File: config.mk
export PLATFORM = sky130hd
export DESIGN_NAME = tmds_channel_decoder
export DESIGN_NICKNAME = d
export VERILOG_FILES = /design/src/rtl/tmds_pkg.sv /design/src/rtl/tmds_bitslip_aligner.sv /design/src/rtl/tmds_channel_decoder.sv
export SDC_FILE = /design/constraint.sdc
export NUM_CORES = 1
export LEC_CHECK = 0
export BUFFER_PORTS_ARGS = -buffer_cell sky130_fd_sc_hd__buf_2
export CAP_MARGIN = 20
export CORE_MARGIN = 1
export CORE_UTILIZATION = 45
export DETAILED_ROUTE_END_ITERATION = 12
export PLACE_DENSITY = 0.69
export SLEW_MARGIN = 5
export SYNTH_ARGS = -nofsm -noshare
export SYNTH_HDL_FRONTEND = slang
export SYNTH_SLANG_ARGS = --single-unit
File: constraint.sdc
create_clock -name clk_pixel -period 3 [get_ports clk_pixel]
set_input_delay 0.15 -clock clk_pixel [delete_from_list [all_inputs] [get_ports clk_pixel]]
set_output_delay 0.15 -clock clk_pixel [all_outputs]
set_load 0.01 [all_outputs]
File: src/rtl/tmds_pkg.sv
// tmds_pkg: TMDS control-token and TERC4 code tables plus shared types
// for the channel decoder.
package tmds_pkg;
  typedef logic [9:0] tmds_sym_t;
  typedef enum logic {SEARCH, LOCKED} align_state_t;
  localparam tmds_sym_t CTRL_TOKEN [4] = '{10'h354, 10'h0AB, 10'h154, 10'h2AB};
  localparam tmds_sym_t TERC4_TABLE [16] = '{
    10'h29C, 10'h263, 10'h2E4, 10'h2E2, 10'h171, 10'h11E, 10'h18E, 10'h13C,
    10'h2CC, 10'h139, 10'h19C, 10'h2C6, 10'h28E, 10'h271, 10'h163, 10'h2C3
  };
endpackage

File: src/rtl/tmds_bitslip_aligner.sv
// tmds_bitslip_aligner: selects a 10b symbol out of two raw words at the current
// slip offset, hunts for recurring control tokens and tracks lock.
module tmds_bitslip_aligner
  import tmds_pkg::*;
#(
  parameter int CTRL_LOCK_COUNT = 8,
  parameter int SEARCH_TIMEOUT  = 2048,
  parameter int LOCK_TIMEOUT    = 4096
) (
  input  logic       clk_pixel,
  input  logic       reset,
  input  logic [9:0] tmds_raw_i,
  input  logic       tok_i,
  output logic [9:0] aligned_o,
  output logic       locked_o,
  output logic [3:0] slip_offset_o
);
  localparam int RW = $clog2(CTRL_LOCK_COUNT + 1);
  localparam int SW = $clog2(SEARCH_TIMEOUT);
  localparam int GW = $clog2(LOCK_TIMEOUT);
  localparam logic [RW-1:0] R_MAX  = RW'(CTRL_LOCK_COUNT);
  localparam logic [SW-1:0] S_LAST = SW'(SEARCH_TIMEOUT - 1);
  localparam logic [GW-1:0] G_LAST = GW'(LOCK_TIMEOUT - 1);
  tmds_sym_t     prev_q, aligned_q, aligned_d;
  align_state_t  state_q, state_d;
  logic [3:0]    slip_q, slip_d;
  logic [RW-1:0] run_q, run_d;
  logic [SW-1:0] search_q, search_d;
  logic [GW-1:0] gap_q, gap_d;
  logic [1:0]    skip_q, skip_d;
  // Offset 0 selects prev_q exactly; higher offsets pull bits from the newer word.
  assign aligned_d = 10'({tmds_raw_i, prev_q} >> slip_q);
  always_comb begin
    state_d  = state_q;
    slip_d   = slip_q;
    run_d    = run_q;
    search_d = search_q;
    gap_d    = gap_q;
    skip_d   = skip_q;
    if (state_q == SEARCH) begin
      search_d = (search_q == S_LAST) ? search_q : search_q + 1'b1;
      if (skip_q != 2'd0) skip_d = skip_q - 1'b1;
      else run_d = !tok_i ? '0 : (run_q == R_MAX) ? run_q : run_q + 1'b1;
      if (run_d == R_MAX) begin
        state_d = LOCKED;
        gap_d   = '0;
      end else if (search_q == S_LAST) begin
        slip_d   = (slip_q == 4'd9) ? 4'd0 : slip_q + 4'd1;
        run_d    = '0;
        search_d = '0;
        skip_d   = 2'd2;
      end
    end else begin
      gap_d = tok_i ? '0 : (gap_q == G_LAST) ? gap_q : gap_q + 1'b1;
      if (!tok_i && gap_q == G_LAST) begin
        state_d  = SEARCH;
        run_d    = '0;
        search_d = '0;
        skip_d   = 2'd0;
      end
    end
  end
  always_ff @(posedge clk_pixel or posedge reset) begin
    if (reset) begin
      prev_q    <= '0;
      aligned_q <= '0;
      state_q   <= SEARCH;
      slip_q    <= '0;
      run_q     <= '0;
      search_q  <= '0;
      gap_q     <= '0;
      skip_q    <= '0;
    end else begin
      prev_q    <= tmds_raw_i;
      aligned_q <= aligned_d;
      state_q   <= state_d;
      slip_q    <= slip_d;
      run_q     <= run_d;
      search_q  <= search_d;
      gap_q     <= gap_d;
      skip_q    <= skip_d;
    end
  end
  assign aligned_o     = aligned_q;
  assign locked_o      = (state_q == LOCKED);
  assign slip_offset_o = slip_q;
endmodule

File: src/rtl/tmds_channel_decoder.sv
// tmds_channel_decoder: one TMDS receive channel - bit alignment, control/video decode.
// TERC4 nibble decode is built only when TMDS_DECODER_TERC4_EN is defined.
module tmds_channel_decoder
  import tmds_pkg::*;
#(
  parameter int CTRL_LOCK_COUNT = 8,
  parameter int SEARCH_TIMEOUT  = 2048,
  parameter int LOCK_TIMEOUT    = 4096
) (
  input  logic       clk_pixel,
  input  logic       reset,
  input  logic [9:0] tmds_raw,
  output logic [7:0] data,
  output logic [1:0] ctrl,
  output logic       de,
  output logic       is_ctrl,
  output logic [3:0] terc4,
  output logic       terc4_valid,
  output logic       locked,
  output logic [3:0] slip_offset
);
  tmds_sym_t  q;
  logic       tok, lk, de_q, de_d, is_ctrl_q, is_ctrl_d;
  logic [1:0] c, ctrl_q, ctrl_d;
  logic [7:0] t, dec, data_q, data_d;
  tmds_bitslip_aligner #(
    .CTRL_LOCK_COUNT(CTRL_LOCK_COUNT),
    .SEARCH_TIMEOUT (SEARCH_TIMEOUT),
    .LOCK_TIMEOUT   (LOCK_TIMEOUT)
  ) u_align (
    .clk_pixel    (clk_pixel),
    .reset        (reset),
    .tmds_raw_i   (tmds_raw),
    .tok_i        (tok),
    .aligned_o    (q),
    .locked_o     (lk),
    .slip_offset_o(slip_offset)
  );
  always_comb begin
    tok = 1'b0;
    c   = 2'd0;
    for (int i = 0; i < 4; i++)
      if (q == CTRL_TOKEN[i]) begin
        tok = 1'b1;
        c   = 2'(i);
      end
  end
  // Undo the transmit XOR/XNOR chain after optional inversion.
  assign t   = q[9] ? ~q[7:0] : q[7:0];
  assign dec = {t[7:1] ^ t[6:0] ^ {7{~q[8]}}, t[0]};
  always_comb begin
    data_d    = tok ? data_q : dec;
    ctrl_d    = tok ? c : ctrl_q;
    de_d      = ~tok & lk;
    is_ctrl_d = tok;
  end
  always_ff @(posedge clk_pixel or posedge reset) begin
    if (reset) begin
      data_q    <= '0;
      ctrl_q    <= '0;
      de_q      <= 1'b0;
      is_ctrl_q <= 1'b0;
    end else begin
      data_q    <= data_d;
      ctrl_q    <= ctrl_d;
      de_q      <= de_d;
      is_ctrl_q <= is_ctrl_d;
    end
  end
  assign data    = data_q;
  assign ctrl    = ctrl_q;
  assign de      = de_q;
  assign is_ctrl = is_ctrl_q;
  assign locked  = lk;
`ifdef TMDS_DECODER_TERC4_EN
  logic [3:0] nib, terc4_q;
  logic       hit, terc4_valid_q;
  always_comb begin
    hit = 1'b0;
    nib = 4'd0;
    for (int i = 0; i < 16; i++)
      if (q == TERC4_TABLE[i]) begin
        hit = 1'b1;
        nib = 4'(i);
      end
  end
  always_ff @(posedge clk_pixel or posedge reset) begin
    if (reset) begin
      terc4_q       <= '0;
      terc4_valid_q <= 1'b0;
    end else begin
      terc4_q       <= nib;
      terc4_valid_q <= hit;
    end
  end
  assign terc4       = terc4_q;
  assign terc4_valid = terc4_valid_q;
`else
  assign terc4       = 4'd0;
  assign terc4_valid = 1'b0;
`endif
endmodule

==> flow_summary.yaml <==
outcome:
  status: "finished, final reports clean"
clock_tree:
  cts.sink_count: 66
  tritoncts_clock_tree: "done"
  worst_setup_hold_path_clk_slew_ns: 0.08
  post_cts_hold_buffer_count: 11
  cts_repair_resize_count: 0
  total_clock_buffers_created_by_cts: 9
  cts.htree.levels: 3
  latest_clock_arrival_within_the_worst_skew_pair_ns: 0.35
  clockBufferDepth: 2
  post_cts.repair.setup_buffers: 0
  cts_root_buffer: "clkbuf_8"
timing:
  timing.setup.tns_ns: 0
  fmaxAchievable_ghz: 0.371
  report.final.slew_viol_count: 0
  layout_setup_ws_ns: 0.306
  clock-skew-final_ns: 0.00925
  max-slew-margin-rel_pct: 40.8
  timing.final.hold_violations: 0
  timing.final.crit_share_pct: 89.8
  worst_slew_pin_slew_ns: 0.882
  setup_viol: 0
  finalCriticalPeriod_ns: 2.69
  rsz0062_at_grt: "no"
setup_path:
  worstReg2RegStart: "u_align.run_q[0]"
  worst-path-max-fanout: 11
  worst_path_required_time_ns: 3.20
  critical_path.endpoint_type: "register"
  worstSetupPathType: "register to register"
  worst_ep_arrival_time_ns: 2.90
  worst_r2r_endpoint: "u_align.gap_q[10]"
  timing.reg2reg.worst_path_depth: 7
  r2r_setup_slack_ns: 0.31
  critical_path.startpoint_type: "register"
synthesis:
  synth_top_area_cell: "dfrtp_1"
  synth.top_cells.by_area: "dfrtp_1 42%, mux4_2 8.0%, nand2_1 3.4%"
  synthFlopType: "dfrtp_1"
  synth_area_per_cell_um2: 10.3
  yosys_warnings: 0
  synth.top_cells.by_count: "66 x dfrtp_1, 36 x nand2_1, 21 x a21oi_1"
  synth-seq-cells: 66
  yosys.cell_types.count: 73
  number_of_flops_mapped_to_enable_cells_by_yosys: 0
  ys_seq_area_share_pct: 42.2
  syn_area_um2: 3920
  synth_async_sr_flop_share_pct: 100
  netlist.area_leader.share_pct: 42.2
  synthMostInstantiatedCell: "dfrtp_1"
  post_synth_inst_count: 382
placed_design:
  postPlaceCellArea_um2: 4110
  io_buffers: 28
  gpl.final_weighted_congestion: 0.872
  pre_cts_ws_ns: 0.341
  place_hpwl_um: 5980
run:
  drv_cap: 0
drt:
  route.detailed.wl_per_inst_um: 16.4
  remaining_drc_errors: 0
  drtAntennaViolNets: 0
  initialDrtViolationCount: 218
  drt-total-wl_um: 8630
  routed_via_density: 5.97
  vias: 3144
  drtPass1Iterations: 6
cells_and_area:
  synthToLayoutAreaGrowth_pct: 14.8
  design_area_um2: 4500
  antenna_cells: 0
  layout.nets: 434
  post-route-util_pct: 53.9
  drive_gt1_share_pct: 19.4
  num-fill-cells: 722
pwr:
  p_leak_nw: 1.89
  powerDensity_nw_per_um2: 452
  vdd_drop_max_v: 0.000179
die:
  fp.dieArea_um2: 9080
  initial_core_util_pct: 47.0
  coreArea_um2: 8340
  num_io_pins: 34
  rows: 33
  dieHeight_um: 95.3
  die_w_um: 95.3
global_route:
  first_global_vias: 2978
  globalRouteTotalUtil_pct: 20.8
  number_of_antenna_violations_at_the_first_check_in_global_routing: 0
  global_route.overflow_total: 0
  grt_max_degree: 58
  grt_pass1_wl_um: 14500
hold_path:
  hold_class: "input pin to asynchronous set/reset pin"
-- state kept, by name, summed over array words and instances, names as in the netlist --
register and flops:
u_align.search_q 11, u_align.gap_q 12, u_align.locked_o 1, ctrl 2, u_align.skip_q 2, is_ctrl 1
u_align.slip_offset_o 4, u_align.prev_q 10, u_align.aligned_o 10, u_align.run_q 4, data 8, de 1
-- kinds of logic (layout without fill, tap and decap cells) --
family | Yosys count | after routing | share of synthesized area [%]
buffers and inverters | 38 | 74 | 4.47
adders and majority gates | 5 | 5 | 1.60
muxes | 29 | 29 | 12.2
and+or+nand+nor | 123 | 123 | 17.4
other | 1 | 5 | 0.0957
AOI/OAI and AO/OA | 106 | 106 | 19.0
DFF | 66 | 66 | 42.2
xor gates and xnor gates | 14 | 14 | 3.13
-- layout by cell type, fill, tap and decap left out, types with 9 or more instances in the layout --
| master | synthesis | final |
|---|---|---|
| mux4_2 | 14 | 14 |
| nor2_1 | 20 | 20 |
| buf_2 | 11 | 28 |
| clkbuf_8 | 0 | 10 |
| xnor2_1 | 14 | 14 |
| o21ai_0 | 16 | 16 |
| nand2_1 | 36 | 36 |
| mux2i_1 | 9 | 9 |
| a21oi_1 | 21 | 21 |
| dfrtp_1 | 66 | 66 |
| nand3_1 | 14 | 14 |
| inv_1 | 11 | 10 |
| and3_1 | 9 | 9 |
| dlygate4sd3_1 | 0 | 11 |
| a31oi_1 | 14 | 14 |
-- report_power, final --
group | leakage (nW) | internal [W] | switching [W] | total [W]
combinational | 0.926 | 0.0000695 | 0.0000729 | 0.000142
clock | 0.119 | 0.000576 | 0.000367 | 0.000943
sequential | 0.842 | 0.000921 | 0.0000256 | 0.000947
-- how the worst max path moves through the flow --
stage | startpoint | to | slack, ns | depth (start not counted)
after floorplan | u_align.run_q[0] | u_align.slip_offset_o[1] | 0.83 | 8
after global placement | u_align.run_q[0] | u_align.gap_q[4] | 0.47 | 7
after detailed placement | u_align.run_q[0] | u_align.gap_q[10] | 0.34 | 7
after CTS | u_align.run_q[0] | u_align.gap_q[10] | 0.33 | 7
after global routing | u_align.run_q[0] | u_align.gap_q[10] | 0.11 | 7
final | u_align.run_q[0] | u_align.gap_q[10] | 0.31 | 7
-- routing by layer --
layer	track usage, %	share of wire [%]
met1	27.8	46
met2	32.2	47
met3	4.07	4.8
met4	10.1	2.1
met5	0	0
-- worst max-delay path, cell delays in order (launching register included) --
cell	delay, ns
dfrtp_1	0.52
inv_1	0.11
ha_1	0.36
nor4b_1	0.30
mux2_4	0.24
o22ai_4	0.11
o21ai_1	0.74
a31oi_1	0.17
-- stage by stage --
stage / cells / hold slack [ns] / total power [W]
2_1_floorplan: 386 / 0.181 / 0.00105
3_3_place_gp: 499 / 0.0705 / 0.00109
3_5_place_dp: 499 / 0.0792 / 0.00110
4_1_cts: 526 / 0.242 / 0.00205
5_1_grt: 527 / 0.286 / 0.00212
6_report: 527 / 0.252 / 0.00203
-- cell type report --
class	count	area, um^2	share of cell area, %
timing repair buffer	43	300	6.68
tap	105	131	2.92
multi-input combinational	282	2110	46.8
clock inverter	6	114	2.53
sequential	66	1650	36.7
clock buffer	10	138	3.06
inverter	15	56.3	1.25
No activity file was read; power rests on OpenSTA's default activity.
